<file path="src/rtl/pulse_launch_pkg.sv">
// Shared types and limits for the pulse launch scheduler and its picker.
package pulse_launch_pkg;

    typedef enum logic {
        IDLE = 1'b0,
        HOLD = 1'b1
    } state_t;

    localparam int unsigned GAP_MIN = 2;
    localparam int unsigned N_MIN   = 2;

endpackage

</file>
<file path="src/rtl/rr_pick.sv">
// Combinational round-robin picker: first set request after 'last', wrapping mod N.
module rr_pick #(
    parameter int unsigned N    = 4,
    parameter int unsigned ID_W = $clog2(N)
) (
    input  logic [N-1:0]    req,
    input  logic [ID_W-1:0] last,
    output logic            valid,
    output logic [ID_W-1:0] idx
);

    logic [ID_W-1:0] pos;

    always_comb begin
        valid = 1'b0;
        idx   = '0;
        pos   = '0;
        for (int unsigned k = 1; k <= N; k++) begin
            pos = ID_W'((32'(last) + k) % N);
            if (!valid && req[pos]) begin
                valid = 1'b1;
                idx   = pos;
            end
        end
    end

endmodule

</file>
<file path="src/rtl/pulse_launch_arb.sv">
// Round-robin scheduler feeding one shared fast-to-slow pulse synchronizer,
// spacing launch pulses at least GAP fast cycles apart.
module pulse_launch_arb
    import pulse_launch_pkg::*;
#(
    parameter int unsigned N     = 4,
    parameter int unsigned GAP   = 20,
    parameter int unsigned ID_W  = $clog2(N),
    parameter int unsigned CNT_W = $clog2(GAP)
) (
    input  logic            clk_fast,
    input  logic            rst,
    input  logic            enable,
    input  logic [N-1:0]    req_pulse,
    output logic [N-1:0]    pend,
    output logic [N-1:0]    drop,
    output logic            pulse_out,
    output logic [ID_W-1:0] pulse_id,
    output logic            busy
);

    if (N < N_MIN) begin : g_n_check
        $error("pulse_launch_arb: N must be at least %0d", N_MIN);
    end
    if (GAP < GAP_MIN) begin : g_gap_check
        $error("pulse_launch_arb: GAP must be at least %0d", GAP_MIN);
    end

    state_t          state;
    logic [CNT_W-1:0] cnt;
    logic [ID_W-1:0] last;
    logic            pick_valid;
    logic [ID_W-1:0] pick_idx;
    logic            grant_c;
    logic [N-1:0]    grant_mask_c;

    rr_pick #(
        .N    (N),
        .ID_W (ID_W)
    ) u_pick (
        .req   (pend),
        .last  (last),
        .valid (pick_valid),
        .idx   (pick_idx)
    );

    // Final HOLD cycle (cnt==0) may relaunch directly, keeping launches exactly GAP apart.
    always_comb begin
        grant_c      = enable && pick_valid && ((state == IDLE) || (cnt == '0));
        grant_mask_c = grant_c ? (N'(1) << pick_idx) : '0;
    end

    always_ff @(posedge clk_fast or posedge rst) begin
        if (rst) begin
            state     <= IDLE;
            cnt       <= '0;
            last      <= ID_W'(N - 1);
            pend      <= '0;
            drop      <= '0;
            pulse_out <= 1'b0;
            pulse_id  <= '0;
            busy      <= 1'b0;
        end else begin
            // A re-request on the winner's grant edge keeps it pending without a drop.
            pend      <= (pend & ~grant_mask_c) | req_pulse;
            drop      <= req_pulse & pend & ~grant_mask_c;
            pulse_out <= grant_c;
            if (grant_c) begin
                pulse_id <= pick_idx;
                last     <= pick_idx;
                cnt      <= CNT_W'(GAP - 1);
                state    <= HOLD;
                busy     <= 1'b1;
            end else if (state == HOLD) begin
                if (cnt == '0) begin
                    state <= IDLE;
                    busy  <= 1'b0;
                end else begin
                    cnt <= cnt - CNT_W'(1);
                end
            end
        end
    end

endmodule
</file>
<file path="config.mk">
export PLATFORM = sky130hd
export DESIGN_NAME = pulse_launch_arb
export DESIGN_NICKNAME = d
export VERILOG_FILES = /design/src/rtl/pulse_launch_pkg.sv /design/src/rtl/rr_pick.sv /design/src/rtl/pulse_launch_arb.sv
export SDC_FILE = /design/constraint.sdc
export NUM_CORES = 1
export LEC_CHECK = 0
export ABC_CLOCK_PERIOD_IN_PS = 2000
export BUFFER_PORTS_ARGS = -buffer_cell sky130_fd_sc_hd__buf_2
export CAP_MARGIN = 10
export CELL_PAD_IN_SITES_DETAIL_PLACEMENT = 1
export CELL_PAD_IN_SITES_GLOBAL_PLACEMENT = 1
export CORE_ASPECT_RATIO = 0.7
export CORE_MARGIN = 1
export CORE_UTILIZATION = 41
export DETAILED_ROUTE_END_ITERATION = 16
export GPL_ROUTABILITY_DRIVEN = 0
export PLACE_DENSITY = 0.77
export SKIP_CTS_REPAIR_TIMING = 1
export SYNTH_ARGS = -nofsm -noshare
export SYNTH_HDL_FRONTEND = slang
export SYNTH_SLANG_ARGS = --single-unit
</file>
<file path="constraint.sdc">
create_clock -name clk_fast -period 2 [get_ports clk_fast]
set_clock_uncertainty 0.1 [all_clocks]
set_input_delay 0.2 -clock clk_fast [delete_from_list [all_inputs] [get_ports clk_fast]]
set_output_delay 0.2 -clock clk_fast [all_outputs]
set_load 0.02 [all_outputs]
</file>
==> results.rst, run 1 <==
.. list-table::
   :header-rows: 1

   * - Metric
     - Value
   * - Relative slew slack
     - 48.2%
   * - Maximum number of pins on one net before global-route repair
     - 21
   * - Post-route DRC
     - 0
   * - Pwr dens
     - 1270 nW/um2
   * - Ys flop type
     - sky130_fd_sc_hd__dfrtp_1
   * - Syn_area_per_cell
     - 10.3 um2
   * - H-tree depth reported by CTS
     - 1
   * - Total wire length after detailed routing
     - 2320 um
   * - Class of the most critical setup path
     - reg2reg
   * - First drt pass iteration count
     - 4
   * - Average vias per placed instance
     - 5.42
   * - Diode insertion count for antenna repair
     - 0
   * - Post-synthesis instance area
     - 1000 um2
   * - Final HPWL from detailed placement
     - 1700 um
   * - Worst-path fanout max
     - 4
   * - Highest cell delay on the worst timing path
     - 480 ps
   * - Clock-pin slew reported for the worst setup and hold paths after clock tree synthesis
     - 110 ps
   * - Worst hold-check path type
     - in2reg
   * - Overflow after GRT
     - 0
   * - Post-DRT Antenna Nets
     - 0
   * - FFs w/ async S/R, synth
     - 100%
   * - Number of distinct library cells after synthesis
     - 35
   * - Drt first-iter violations
     - 23
   * - Number of nets produced by synthesis
     - 106
   * - Warning count from the yosys run
     - 0
   * - Max-slew violation count
     - 0
   * - All-Layer GR Usage
     - 21.7%
   * - I/O pin total
     - 19
   * - EDFF count, synth
     - 0
   * - Post-layout min period
     - 1880 ps
   * - Clock root buffer
     - sky130_fd_sc_hd__clkbuf_4
   * - Most frequent cell on the critical path
     - sky130_fd_sc_hd__a21boi_0
   * - DR WL/cell
     - 15.1 um
   * - Die ar.
     - 2650 um2
   * - DIE WIDTH
     - 61.1 um
   * - Worst skew pair latency
     - 310 ps
   * - Overall die height
     - 43.4 um
   * - Post-synthesis register bit count
     - 20
   * - Portion of the post-synthesis area used by sequential elements
     - 50.1%
   * - Maximum vdd drop
     - 0.000596 V
   * - Static leakage
     - 0.546 nW
   * - CTS sink cnt
     - 20
   * - Power consumption
     - 0.00153 W
   * - Total CTS buffers
     - 3
   * - Number of endpoints with negative hold slack in the final report
     - 0
   * - Sort of element at the start of the critical path
     - register
   * - Slew @ Worst Pin
     - 776 ps
   * - Vias in the first global route
     - 820
   * - Starting density of the core
     - 45.1%
   * - TNS Setup
     - 0 ps
   * - CP arrival
     - 1980 ps
   * - Core Area
     - 2220 um2
   * - Critical-path top delay cell
     - sky130_fd_sc_hd__or4b_1
   * - Crit end category
     - register
   * - Final clock period utilization by the worst path
     - 94.0%
   * - Critical Path, Cell by Cell
     - inv_1 > ha_1 > or4b_1 > a21boi_0 > o32a_1 > a21boi_0
   * - First-pass GRT wire length
     - 4030 um
   * - Standard-cell row count
     - 14
   * - Layout cells sized above 1
     - 29.5%
   * - Number of antenna violations at the first check in global routing
     - 0
   * - PortBufs
     - 18
   * - Setup repair after global routing missed its margin
     - false
   * - Final-report setup violation count
     - 0
   * - Number of violations of the max-capacitance limit
     - 0
   * - Cells after synthesis
     - 97
   * - Result of the run
     - finished, final reports clean
   * - Clock tree from TritonCTS
     - done
   * - Cell type group with the largest total delay on the critical path
     - compound AO/OA/AOI/OAI gates
   * - Net count reported at finish
     - 132
   * - Req. time, crit path
     - 2100 ps
   * - FILL cells
     - 264
   * - Worst path buffer plus inverter count
     - 1
   * - Total number of vias
     - 835
   * - Commonest non-fill, non-tap cells in the layout
     - sky130_fd_sc_hd__dfrtp_1, sky130_fd_sc_hd__buf_2, sky130_fd_sc_hd__inv_1, sky130_fd_sc_hd__nor2_1, sky130_fd_sc_hd__nand2_1
   * - Signed area change from the synthesized netlist to the final layout
     - 19.7%
   * - Fmax achieved
     - 532 MHz
   * - Maximum count of clock buffers along a single path
     - 2
[per-layer routing]
metal / track usage (%) / share of wire [%] / vias up
met2: 29.6 / 41 / 22
met1: 32.3 / 52 / 410
li1: - / - / 398
met4: 8.18 / 1.5 / 0
met5: 0 / 0 / -
met3: 6.27 / 5.2 / 5
[report_power, final]
| part | total (W) | internal [W] | switching (W) |
|---|---|---|---|
| Sequential | 0.000668 | 0.000537 | 0.000131 |
| Combinational | 0.000620 | 0.000260 | 0.000360 |
| Clock | 0.000242 | 0.000111 | 0.000131 |
| Total | 0.00153 | 0.000909 | 0.000621 |
[cell families (layout without fill, tap and decap cells)]
| group | count (synthesis) | after routing | share of synthesized area [%] |
|---|---|---|---|
| buffers and inverters | 10 | 35 | 3.74 |
| AND/OR/NAND/NOR | 35 | 35 | 21.6 |
| AO/OA/AOI/OAI | 28 | 28 | 20.3 |
| XOR/XNOR | 2 | 2 | 1.75 |
| flip-flops | 20 | 20 | 50.1 |
| adder cells (fa/ha/maj) | 2 | 2 | 2.49 |
[cell usage after synthesis (3+ instances only)]
| cell type | instances | area share [%] |
|---|---|---|
| sky130_fd_sc_hd__nor2_1 | 9 | 3.4 |
| sky130_fd_sc_hd__inv_1 | 9 | 3.4 |
| sky130_fd_sc_hd__nand3_1 | 4 | 2.0 |
| sky130_fd_sc_hd__a31oi_1 | 3 | 1.9 |
| sky130_fd_sc_hd__a21oi_1 | 6 | 3.0 |
| sky130_fd_sc_hd__nand2_1 | 7 | 2.6 |
| sky130_fd_sc_hd__dfrtp_1 | 18 | 45 |
| sky130_fd_sc_hd__nand2b_1 | 3 | 1.9 |
| sky130_fd_sc_hd__o21ai_0 | 4 | 2.0 |
[registers in the layout (all words and copies together), names as in the netlist]
| register | flops |
|---|---|
| busy | 1 |
| cnt | 5 |
| drop | 4 |
| last | 2 |
| pend | 4 |
| pulse_id | 2 |
| pulse_out | 1 |
| state | 1 |
[stage by stage]
stage	area (um2)	setup slack, ps	instances	hold slack, ps	util (%)
after floorplan	1000	245	97	62.3	-
after global placement	1140	165	148	269	51.3
after detailed placement	1140	109	148	280	51.3
after CTS	1180	78.5	152	-73.2	52.9
after global routing	1200	20.9	154	14.2	54.0
final	1200	120	154	18.1	54.0
[tightest hold or removal path: stages]
cell and delay [ps]:
sky130_fd_sc_hd__buf_2 110, sky130_fd_sc_hd__nand2_1 60, sky130_fd_sc_hd__a21oi_1 40
[cell type report]
| type | count | area [um2] | area share, % |
|---|---|---|---|
| inverter | 10 | 37.5 | 3.13 |
| timing repair buffer | 21 | 118 | 9.79 |
| multi-input combinational | 67 | 467 | 38.9 |
| clock buffer | 4 | 36.3 | 3.02 |
| sequential | 20 | 503 | 41.9 |
| tap | 32 | 40.0 | 3.33 |
[final timing paths]
check | from | end | slack [ps] | cells past startpoint
max | cnt[0] | drop[1] | 120 | 6
min | req_pulse[2] | drop[2] | 20 | 3
max reg2reg | cnt[0] | drop[1] | 120 | 6
min reg2reg | pulse_id[0] | pulse_id[0] | 400 | 1
max in group asynchronous | rst | pend[0] | 860 | 3
min in group asynchronous | rst | cnt[0] | 460 | 3
(Power assumes the default switching activity.)
==> run 2: changes to the inputs <==
- PLACE_DENSITY: 0.77 -> 0.76
==> run 2 against run 1 <==
Against the previous run:
- sequential power increased by 1%
- sequential cell count did not move
- critical endpoint unchanged
- combinational power is 15% higher
- die area unchanged
- via count shrank 0.60%
- highest routed layer unchanged
- clock power rose by 37%
- design area rose by 4.6%
==> results.rst, run 2 (synthesis results as in run 1) <==
.. list-table::
   :header-rows: 1

   * - Metric
     - Value
   * - Result of the run
     - finished, final reports clean
   * - DIE WIDTH
     - 61.1 um
   * - Number of violations of the max-capacitance limit
     - 0
   * - Total wire length after detailed routing
     - 2600 um
   * - Diode insertion count for antenna repair
     - 0
   * - Post-route DRC
     - 0
   * - Post-DRT Antenna Nets
     - 0
   * - H-tree depth reported by CTS
     - 1
   * - Post-layout min period
     - 1880 ps
   * - FILL cells
     - 268
   * - PortBufs
     - 18
   * - Final HPWL from detailed placement
     - 1820 um
   * - First drt pass iteration count
     - 4
   * - Commonest non-fill, non-tap cells in the layout
     - sky130_fd_sc_hd__dfrtp_1, sky130_fd_sc_hd__buf_2, sky130_fd_sc_hd__nor2_1
   * - Worst skew pair latency
     - 310 ps
   * - First-pass GRT wire length
     - 4250 um
   * - Switching Fraction
     - 39.1%
   * - Layout cells sized above 1
     - 33.3%
   * - Largest registers ranked by flip-flop count
     - cnt: 5 flops, drop: 4 flops, pend: 4 flops
   * - Final clock period utilization by the worst path
     - 94.0%
   * - Overall die height
     - 43.4 um
   * - Total CTS buffers
     - 3
   * - Setup repair after global routing missed its margin
     - false
   * - Total number of vias
     - 830
   * - CTS sink cnt
     - 20
   * - Maximum number of pins on one net before global-route repair
     - 21
   * - Die ar.
     - 2650 um2
   * - Internal cell power
     - 0.00105 W
   * - Register name with the most flops
     - cnt
   * - Clock tree from TritonCTS
     - done
   * - Combinational Power Share
     - 41.4%
   * - I/O pin total
     - 19
   * - TNS Setup
     - 0 ps
   * - Number of endpoints with negative hold slack in the final report
     - 0
   * - Maximum vdd drop
     - 0.000795 V
   * - Final-report setup violation count
     - 0
   * - Most frequent cell on the critical path
     - sky130_fd_sc_hd__a21boi_0
   * - Worst-path fanout max
     - 4
   * - Req. time, crit path
     - 2090 ps
   * - Portion of total power attributed to sequential cells
     - 39.4%
   * - Slew @ Worst Pin
     - 753 ps
   * - Util after Layout
     - 56.5%
   * - Overflow after GRT
     - 0
   * - Standard-cell row count
     - 14
   * - Highest cell delay on the worst timing path
     - 470 ps
   * - Core Area
     - 2220 um2
   * - All-Layer GR Usage
     - 22.8%
   * - Class of the most critical setup path
     - reg2reg
   * - Maximum count of clock buffers along a single path
     - 2
   * - Cell type group with the largest total delay on the critical path
     - compound AO/OA/AOI/OAI gates
   * - Critical Path, Cell by Cell
     - inv_2 > ha_4 > or4b_1 > a21boi_0 > o32a_1 > a21boi_0
   * - Relative slew slack
     - 49.7%
   * - Fmax achieved
     - 532 MHz
   * - Clock root buffer
     - sky130_fd_sc_hd__clkbuf_4
   * - Vias in the first global route
     - 877
   * - Net count reported at finish
     - 136
   * - Starting density of the core
     - 45.1%
   * - Average vias per placed instance
     - 5.25
   * - Flip-flop count of the largest register after layout
     - 5
   * - Number of antenna violations at the first check in global routing
     - 0
   * - Pwr dens
     - 1370 nW/um2
   * - Crit end category
     - register
   * - Drt first-iter violations
     - 27
   * - Critical-path top delay cell
     - sky130_fd_sc_hd__or4b_1
   * - DR WL/cell
     - 16.5 um
   * - Worst path buffer plus inverter count
     - 1
   * - Clock-pin slew reported for the worst setup and hold paths after clock tree synthesis
     - 120 ps
   * - Max-slew violation count
     - 0
   * - Sort of element at the start of the critical path
     - register
   * - Part of the total power dissipated in the clock network
     - 19.3%
   * - NetSw
     - 0.000673 W
   * - Signed area change from the synthesized netlist to the final layout
     - 25.2%
   * - Worst hold-check path type
     - in2reg
   * - Static leakage
     - 0.568 nW
   * - CP arrival
     - 1970 ps
run 2: cell count changes in the layout (fill, tap and decap cells not counted):
cell	change
sky130_fd_sc_hd__buf_4	+4
sky130_fd_sc_hd__bufinv_16	+1
sky130_fd_sc_hd__clkbuf_8	-1
sky130_fd_sc_hd__ha_1	-1
sky130_fd_sc_hd__ha_4	+1
sky130_fd_sc_hd__inv_1	-2
sky130_fd_sc_hd__inv_2	+2
sky130_fd_sc_hd__o21ai_0	+1
sky130_fd_sc_hd__o21ai_2	-1
run 2: metal layers:
layer / GRT usage (%) / wire, um / up-vias
met1: 30.2 / 1250 / 399
met5: 0 / 0 / -
met3: 6.57 / 121 / 4
li1: - / - / 402
met2: 36.3 / 1190 / 25
met4: 6.82 / 36 / 0
run 2: layout make-up:
type / count / area [um2] / share of cell area, %
inverter: 10 / 37.5 / 2.99
sequential: 20 / 503 / 40.0
clock buffer: 3 / 22.5 / 1.79
timing repair buffer: 25 / 148 / 11.8
clock inverter: 1 / 30.0 / 2.39
tap: 32 / 40.0 / 3.19
multi-input combinational: 67 / 475 / 37.8
run 2: metrics by stage:
| step | hold WS [ps] | total power, W | worst slack (ps) | cells | instance area [um2] |
|---|---|---|---|---|---|
| floorplan | 62.3 | 0.00111 | 245 | 97 | 1000 |
| global placement | 262 | 0.00127 | 154 | 149 | 1150 |
| detailed placement | 288 | 0.00132 | 115 | 149 | 1150 |
| CTS | -67.0 | 0.00167 | 78.6 | 153 | 1200 |
| global route | 10.7 | 0.00184 | 30.3 | 158 | 1260 |
| finish | 18.0 | 0.00172 | 119 | 158 | 1260 |
run 2: path summary, 6_finish.rpt:
kind | startpoint | endpoint | slack [ps] | depth (start not counted)
min | req_pulse[2] | drop[2] | 20 | 3
min reg2reg | pulse_id[0] | pulse_id[0] | 410 | 1
max in group asynchronous | rst | pulse_id[1] | 870 | 3
min in group asynchronous | rst | cnt[3] | 450 | 3
max | cnt[0] | drop[1] | 120 | 6
max reg2reg | cnt[0] | drop[1] | 120 | 6
run 2: power by group through the flow:
stage                     Combinational, W  Sequential, W  Clock [W]
final                             0.000712       0.000678   0.000331
after global routing              0.000786       0.000696   0.000354
after CTS                         0.000653       0.000672   0.000343
after detailed placement          0.000645       0.000678          0
after global placement            0.000602       0.000666          0
after floorplan                   0.000415       0.000692          0
run 2: worst register-to-register path: cells and delay by family, from the launching register on:
kind                     cells  cell delay, ps
adder cells (fa/ha/maj)      1             130
AND/OR/NAND/NOR              1             470
AO/OA/AOI/OAI                3             530
flip-flops                   1             430
buffers and inverters        1             100
